### src/rtl/hsv2rgb.sv
// hsv2rgb: 4-stage pipelined HSV -> RGB converter behind a global-stall valid/ready interface.
// Define HSV2RGB_HUE_WRAP_EN to fold hues in [360,720) degrees back by one turn.
module hsv2rgb #(
   parameter int unsigned FIXED = 4,
   parameter int unsigned WIDTH = 20
) (
   input  logic             clk,
   input  logic             rst,
   input  logic             in_valid,
   output logic             in_ready,
   input  logic [WIDTH-1:0] h,
   input  logic [7:0]       s,
   input  logic [7:0]       v,
   output logic             out_valid,
   input  logic             out_ready,
   output logic [7:0]       r,
   output logic [7:0]       g,
   output logic [7:0]       b
);

   // Remainder within a 60 degree sector always fits in FIXED+6 bits.
   localparam int unsigned RW = FIXED + 6;
   localparam int unsigned MW = RW + 5;

   localparam logic [WIDTH-1:0] H60  = WIDTH'(60 << FIXED);
   localparam logic [WIDTH-1:0] H120 = WIDTH'(120 << FIXED);
   localparam logic [WIDTH-1:0] H180 = WIDTH'(180 << FIXED);
   localparam logic [WIDTH-1:0] H240 = WIDTH'(240 << FIXED);
   localparam logic [WIDTH-1:0] H300 = WIDTH'(300 << FIXED);
   localparam logic [WIDTH-1:0] H360 = WIDTH'(360 << FIXED);
`ifdef HSV2RGB_HUE_WRAP_EN
   localparam logic [WIDTH-1:0] H720 = WIDTH'(720 << FIXED);
`endif

   // Floor division by 255, exact for x <= 255*255.
   function automatic logic [7:0] div255(input logic [15:0] x);
      return 8'(({1'b0, x} + 17'd1 + {9'd0, x[15:8]}) >> 8);
   endfunction

   logic en;

   // Stage registers
   logic          s1_valid, s2_valid, s3_valid;
   logic [2:0]    s1_sector, s2_sector, s3_sector;
   logic [RW-1:0] s1_rem;
   logic [7:0]    s1_s, s1_v;
   logic [7:0]    s2_f8, s2_s, s2_v;
   logic [15:0]   s2_pv;
   logic [7:0]    s3_p, s3_sf, s3_sg, s3_v;

   // Next-state values
   logic [WIDTH-1:0] h_fix;
   logic [WIDTH-1:0] h_off;
   logic [2:0]       sector;
   logic [RW-1:0]    rem;
   logic [MW-1:0]    rem17;
   logic [7:0]       f8;
   logic [15:0]      pv;
   logic [7:0]       p, sf, sg;
   logic [7:0]       q, t;
   logic [7:0]       r_d, g_d, b_d;

   assign en       = ~out_valid | out_ready;
   assign in_ready = en;

   // S1: hue range fix and sector split
   always_comb begin
      h_fix = h;
`ifdef HSV2RGB_HUE_WRAP_EN
      if (h >= H720) begin
         h_fix = '0;
      end else if (h >= H360) begin
         h_fix = h - H360;
      end
`else
      if (h >= H360) begin
         h_fix = '0;
      end
`endif
      if (h_fix >= H300) begin
         sector = 3'd5;
         h_off  = H300;
      end else if (h_fix >= H240) begin
         sector = 3'd4;
         h_off  = H240;
      end else if (h_fix >= H180) begin
         sector = 3'd3;
         h_off  = H180;
      end else if (h_fix >= H120) begin
         sector = 3'd2;
         h_off  = H120;
      end else if (h_fix >= H60) begin
         sector = 3'd1;
         h_off  = H60;
      end else begin
         sector = 3'd0;
         h_off  = '0;
      end
      rem = RW'(h_fix - h_off);
   end

   // S2: 8-bit fraction within the sector, and v*(255-s)
   always_comb begin
      rem17 = MW'(s1_rem) * MW'(17);
      f8    = 8'(rem17 >> (FIXED + 2));
      pv    = 16'(s1_v) * 16'(8'd255 - s1_s);
   end

   // S3
   always_comb begin
      p  = div255(s2_pv);
      sf = div255(16'(s2_s) * 16'(s2_f8));
      sg = div255(16'(s2_s) * 16'(8'd255 - s2_f8));
   end

   // S4: falling/rising ramps and sector mux
   always_comb begin
      q   = div255(16'(s3_v) * 16'(8'd255 - s3_sf));
      t   = div255(16'(s3_v) * 16'(8'd255 - s3_sg));
      r_d = '0;
      g_d = '0;
      b_d = '0;
      case (s3_sector)
         3'd0: begin r_d = s3_v; g_d = t;    b_d = s3_p; end
         3'd1: begin r_d = q;    g_d = s3_v; b_d = s3_p; end
         3'd2: begin r_d = s3_p; g_d = s3_v; b_d = t;    end
         3'd3: begin r_d = s3_p; g_d = q;    b_d = s3_v; end
         3'd4: begin r_d = t;    g_d = s3_p; b_d = s3_v; end
         3'd5: begin r_d = s3_v; g_d = s3_p; b_d = q;    end
         default: begin r_d = '0; g_d = '0; b_d = '0; end
      endcase
   end

   always_ff @(posedge clk) begin
      if (!rst) begin
         s1_valid  <= 1'b0;
         s1_sector <= '0;
         s1_rem    <= '0;
         s1_s      <= '0;
         s1_v      <= '0;
         s2_valid  <= 1'b0;
         s2_sector <= '0;
         s2_f8     <= '0;
         s2_s      <= '0;
         s2_v      <= '0;
         s2_pv     <= '0;
         s3_valid  <= 1'b0;
         s3_sector <= '0;
         s3_p      <= '0;
         s3_sf     <= '0;
         s3_sg     <= '0;
         s3_v      <= '0;
         out_valid <= 1'b0;
         r         <= '0;
         g         <= '0;
         b         <= '0;
      end else if (en) begin
         s1_valid  <= in_valid;
         s1_sector <= sector;
         s1_rem    <= rem;
         s1_s      <= s;
         s1_v      <= v;
         s2_valid  <= s1_valid;
         s2_sector <= s1_sector;
         s2_f8     <= f8;
         s2_s      <= s1_s;
         s2_v      <= s1_v;
         s2_pv     <= pv;
         s3_valid  <= s2_valid;
         s3_sector <= s2_sector;
         s3_p      <= p;
         s3_sf     <= sf;
         s3_sg     <= sg;
         s3_v      <= s2_v;
         out_valid <= s3_valid;
         r         <= r_d;
         g         <= g_d;
         b         <= b_d;
      end
   end

endmodule
### config.mk
export PLATFORM = sky130hd
export DESIGN_NAME = hsv2rgb
export DESIGN_NICKNAME = d
export VERILOG_FILES = /design/src/rtl/hsv2rgb.sv
export SDC_FILE = /design/constraint.sdc
export NUM_CORES = 1
export LEC_CHECK = 0
export CAP_MARGIN = 10
export CORE_ASPECT_RATIO = 0.7
export CORE_MARGIN = 3
export CORE_UTILIZATION = 55
export CTS_CLUSTER_DIAMETER = 200
export DETAILED_ROUTE_END_ITERATION = 7
export PLACE_DENSITY = 0.82
export SLEW_MARGIN = 20
export SYNTH_ARGS = -nofsm -noshare
export SYNTH_HDL_FRONTEND = slang
export SYNTH_SLANG_ARGS = --single-unit
### constraint.sdc
create_clock -name clk -period 7.9 [get_ports clk]
set_input_delay 1.185 -clock clk [delete_from_list [all_inputs] [get_ports clk]]
set_output_delay 1.185 -clock clk [all_outputs]
set_load 0.05 [all_outputs]
==> results_tabular.tex <==
\begin{tabular}{lr}
\hline
Metric & Value \\
\hline
\multicolumn{2}{l}{\textbf{Timing}} \\
RSZ-0062 raised after global routing & no \\
Final Hold Viols & 0 \\
Pins Over Slew Limit & 0 \\
Fmax achieved & roughly 0.14 GHz \\
Setup slack of the critical path after layout & between 0.6 and 0.7 ns \\
Tightest slew margin relative to the limit & around 34\% \\
Final setup vio count & 0 \\
Setup TNS & 0 ns \\
Final worst path period share & between 90\% and 100\% \\
Post-layout minimum cycle time & $\sim$7.3 ns \\
Worst-Margin Slew & 0.992 ns \\
Worst Clk Skew & $\sim$0.011 ns \\
\multicolumn{2}{l}{\textbf{Setup path}} \\
CP Data Arrival Time & roughly 7.6 ns \\
Worst-case reg-to-reg path depth & 22 \\
Crit start category & register \\
Largest fanout of any net on the critical path & 22 \\
Critical path class & reg -> reg \\
Worst path required time & about 8 ns \\
Worst setup EP type & register \\
\multicolumn{2}{l}{\textbf{CTS}} \\
Number of H-tree levels & 4 \\
Latest clock arrival within the worst-skew pair & between 0.4 and 0.5 ns \\
Number of buffers added for setup after CTS & 0 \\
Root buffer selected by CTS & sky130\_fd\_sc\_hd\_\_clkbuf\_16 \\
CTS max path bufs & 2 \\
Number of buffers created by CTS & 17 \\
Number of hold-repair buffers added at the cts stage & 0 \\
Number of gates resized after CTS & 0 \\
CTS tree & built \\
Number of sinks driven by the clock tree & around 140 \\
Clock-pin slew on the worst setup and hold paths & about 0.070 ns \\
\multicolumn{2}{l}{\textbf{Floorplan}} \\
Die outline area & approximately 36000 sq um \\
Row cnt & 55 \\
Top-level I/O count & between 60 and 70 \\
Core Region & 32600 sq um \\
Die Y & 159 microns \\
Effective utilization at floorplan & between 50\% and 60\% \\
Die span in x & roughly 220 microns \\
\multicolumn{2}{l}{\textbf{Placed design}} \\
Placer's final routability congestion estimate & $\sim$0.95 \\
Cell Area, Placed & 19300 sq um \\
Buffers on Ports & 65 \\
Final HPWL from detailed placement & approximately 35000 microns \\
Minimum setup slack after placement & about 0.73 ns \\
\multicolumn{2}{l}{\textbf{Logic synthesis}} \\
Sequential share of the synthesized area & 14.7\% \\
Primary FF master, synth & sky130\_fd\_sc\_hd\_\_dfxtp\_1 \\
FF+latch count, synth & around 140 \\
Gate count after technology mapping & 2222 \\
Number of unique standard cell types used by synthesis & 83 \\
Number of flops mapped to enable cells by yosys & 0 \\
Fraction of registers with async set/reset & 0\% \\
Area of the mapped netlist & between 15000 and 20000 sq um \\
Count of warnings emitted by yosys & 0 \\
Post-Synthesis Mean Instance Area & between 8 and 9 sq um \\
Synthesized netlist net count & approximately 2700 \\
\multicolumn{2}{l}{\textbf{Layout}} \\
Total non-filler cell area in the finished layout & approximately 20000 sq um \\
Final core utilization & around 61\% \\
FF/Latch Area & about 2700 sq um \\
Area added between synthesis and finish & 8.45\% \\
Commonest cells after routing, fill and taps aside & sky130\_fd\_sc\_hd\_\_inv\_1, sky130\_fd\_sc\_hd\_\_nand2\_1, sky130\_fd\_sc\_hd\_\_ha\_1 \\
Multi-input gate area in the final layout & about 14000 sq um \\
Layout filler cell count & between 2000 and 3000 \\
Count of antenna diodes in the layout & 0 \\
Most common cell after layout, fill and taps aside & sky130\_fd\_sc\_hd\_\_inv\_1 \\
Share of cells above drive strength 1 & 3.76\% \\
Final-stage net count & around 2700 \\
\multicolumn{2}{l}{\textbf{GRT}} \\
Global route overflow & 0 \\
First-pass GRT wire length & approximately 78000 microns \\
Via count of the first global-routing pass & between 15000 and 20000 \\
Global routing usage summed across all routing layers & 26.6\% \\
Initial antenna violation count & 0 \\
Pin count of the biggest net entering global routing & 89 \\
\multicolumn{2}{l}{\textbf{Flow run}} \\
Reported max-cap violation count & 0 \\
\multicolumn{2}{l}{\textbf{Detailed routing}} \\
Vias per Instance & 5.82 \\
Length of the first detailed-routing pass in iterations & 8 \\
Via count & $\sim$15000 \\
Number of violations reported at the end of detailed-routing iteration 0 & 1240 \\
Metal-1 WL & approximately 21000 microns \\
Final ANT Viol Nets & 0 \\
WL met2 & 20900 microns \\
Total wire length & roughly 47000 microns \\
Top routing layer in use & met4 \\
Number of remaining DRC errors & 0 \\
Met3 routed WL & 3600 microns \\
DR WL/cell & roughly 18 microns \\
\multicolumn{2}{l}{\textbf{Pwr}} \\
Switch share & approximately two fifths \\
Leakage power & between 9 and 10 nW \\
Net switching power figure & $\sim$1.2 mW \\
Power density over cell area & 144 nW/um\^{}2 \\
Part of the total power dissipated in combinational logic & around 41\% \\
Pint & $\sim$1.7 mW \\
Fraction of power consumed by sequential logic & between 20\% and 30\% \\
Proportion of power drawn by the clock network & 28.8\% \\
Worst voltage drop across the vdd grid & roughly 0.18 mV \\
\multicolumn{2}{l}{\textbf{Worst hold path}} \\
Hold Path Cell Cnt & 2 \\
Kind of path behind the tightest hold check & reg -> reg \\
\multicolumn{2}{l}{\textbf{Status}} \\
Result of the run & finished clean \\
\hline
\end{tabular}
-- registers in the layout (all words and copies together) (netlist names), 3 cells and up --
name       cells
b              8
s2_pv         16
r              8
s1_rem        10
s3_sector      3
s2_s           8
s3_sf          8
s3_p           8
s3_sg          8
s1_s           8
g              8
s3_v           8
s2_sector      3
s1_v           8
s2_v           8
s2_f8          8
s1_sector      3
-- layout make-up --
cell class	instances	area share, %
clock buffers	17	2.13
inverters	301	5.68
clock inverters	15	0.916
flip-flops and latches	135	13.6
repair buffers	84	3.98
well taps	427	2.68
multi-input cells	1682	71.1
-- worst paths after layout --
| path | startpoint | end | slack, ns |
|---|---|---|---|
| max reg2reg | s3_v[5] | r[4] | 0.60 |
| min | s1_rem[0] | s1_rem[0] | 0.45 |
| min reg2reg | s1_rem[0] | s1_rem[0] | 0.45 |
| max | s3_v[5] | r[4] | 0.60 |
-- power by group through the flow --
| stage | Sequential, mW | Clock [mW] | Combinational [mW] |
|---|---|---|---|
| after floorplan | 0.849 | 0 | 0.858 |
| after CTS | 0.854 | 0.835 | 1.18 |
| after global routing | 0.866 | 0.865 | 1.34 |
| after detailed placement | 0.868 | 0 | 1.17 |
| final | 0.859 | 0.829 | 1.18 |
| after global placement | 0.864 | 0 | 1.11 |
-- worst max-delay path, cell delays in order, from the launching register on --
cell and delay (ns):
sky130_fd_sc_hd__dfxtp_1 0.81, sky130_fd_sc_hd__nand2b_1 0.20, sky130_fd_sc_hd__fa_1 0.56, sky130_fd_sc_hd__inv_1 0.05, sky130_fd_sc_hd__fa_1 0.50, sky130_fd_sc_hd__inv_1 0.05
sky130_fd_sc_hd__fa_1 0.47, sky130_fd_sc_hd__fa_1 0.54, sky130_fd_sc_hd__inv_1 0.04, sky130_fd_sc_hd__ha_1 0.36, sky130_fd_sc_hd__o211ai_1 0.14, sky130_fd_sc_hd__o21a_1 0.25
sky130_fd_sc_hd__xnor2_1 0.49, sky130_fd_sc_hd__ha_1 0.36, sky130_fd_sc_hd__and2b_1 0.18, sky130_fd_sc_hd__a2111oi_2 0.46, sky130_fd_sc_hd__a21boi_2 0.12, sky130_fd_sc_hd__o31ai_1 0.32
sky130_fd_sc_hd__o21ai_1 0.09, sky130_fd_sc_hd__and3_1 0.18, sky130_fd_sc_hd__a211oi_1 0.52, sky130_fd_sc_hd__a21oi_1 0.17, sky130_fd_sc_hd__o311a_1 0.34
-- per-layer routing --
layer / GRT usage, % / vias up
li1: - / 7327
met1: 37.4 / 7451
met2: 41.9 / 623
met3: 5.18 / 96
met4: 7.62 / 0
met5: 0 / -
-- metrics by stage --
step,instances,hold WS (ns),power (mW)
global route,2661,0.472,3.07
floorplan,2222,0.427,1.71
detailed placement,2629,0.442,2.03
finish,2661,0.448,2.87
global placement,2629,0.439,1.98
CTS,2661,0.452,2.87
-- cell families (layout without fill, tap and decap cells) --
kind of cell	after synthesis	in the layout	share of synthesized area, %
adders and majority gates	415	415	35.8
AOI/OAI and AO/OA	415	415	15.0
buffers and inverters	405	417	8.28
xor gates and xnor gates	95	95	4.82
muxes	5	5	0.286
and+or+nand+nor	752	752	21.1
DFF	135	135	14.7
-- synthesized netlist by cell type (6+ instances only) --
cell,count,area (sq um)
sky130_fd_sc_hd__a211oi_1,29,218
sky130_fd_sc_hd__a21o_1,25,188
sky130_fd_sc_hd__a21oi_1,157,786
sky130_fd_sc_hd__a221oi_1,9,78.8
sky130_fd_sc_hd__a22oi_1,18,135
sky130_fd_sc_hd__a31oi_1,7,43.8
sky130_fd_sc_hd__and2_1,37,231
sky130_fd_sc_hd__and3_1,12,75.1
sky130_fd_sc_hd__clkbuf_1,97,364
sky130_fd_sc_hd__dfxtp_1,135,2700
sky130_fd_sc_hd__fa_1,186,3720
sky130_fd_sc_hd__ha_1,228,2850
sky130_fd_sc_hd__inv_1,300,1130
sky130_fd_sc_hd__nand2_1,241,905
sky130_fd_sc_hd__nand2b_1,98,613
sky130_fd_sc_hd__nand3_1,33,165
sky130_fd_sc_hd__nand4_1,9,56.3
sky130_fd_sc_hd__nor2_1,87,327
sky130_fd_sc_hd__nor2b_1,169,1060
sky130_fd_sc_hd__nor3_1,21,105
sky130_fd_sc_hd__nor3b_1,10,75.1
sky130_fd_sc_hd__nor4_1,6,37.5
sky130_fd_sc_hd__o211ai_1,12,90.1
sky130_fd_sc_hd__o21a_1,21,158
sky130_fd_sc_hd__o21ai_0,40,200
sky130_fd_sc_hd__o21ai_1,11,55.1
sky130_fd_sc_hd__o21bai_1,10,75.1
sky130_fd_sc_hd__o221ai_1,17,149
sky130_fd_sc_hd__or3_1,6,37.5
sky130_fd_sc_hd__xnor2_1,55,482
sky130_fd_sc_hd__xor2_1,34,298
Power figures use the tool's default switching activity.
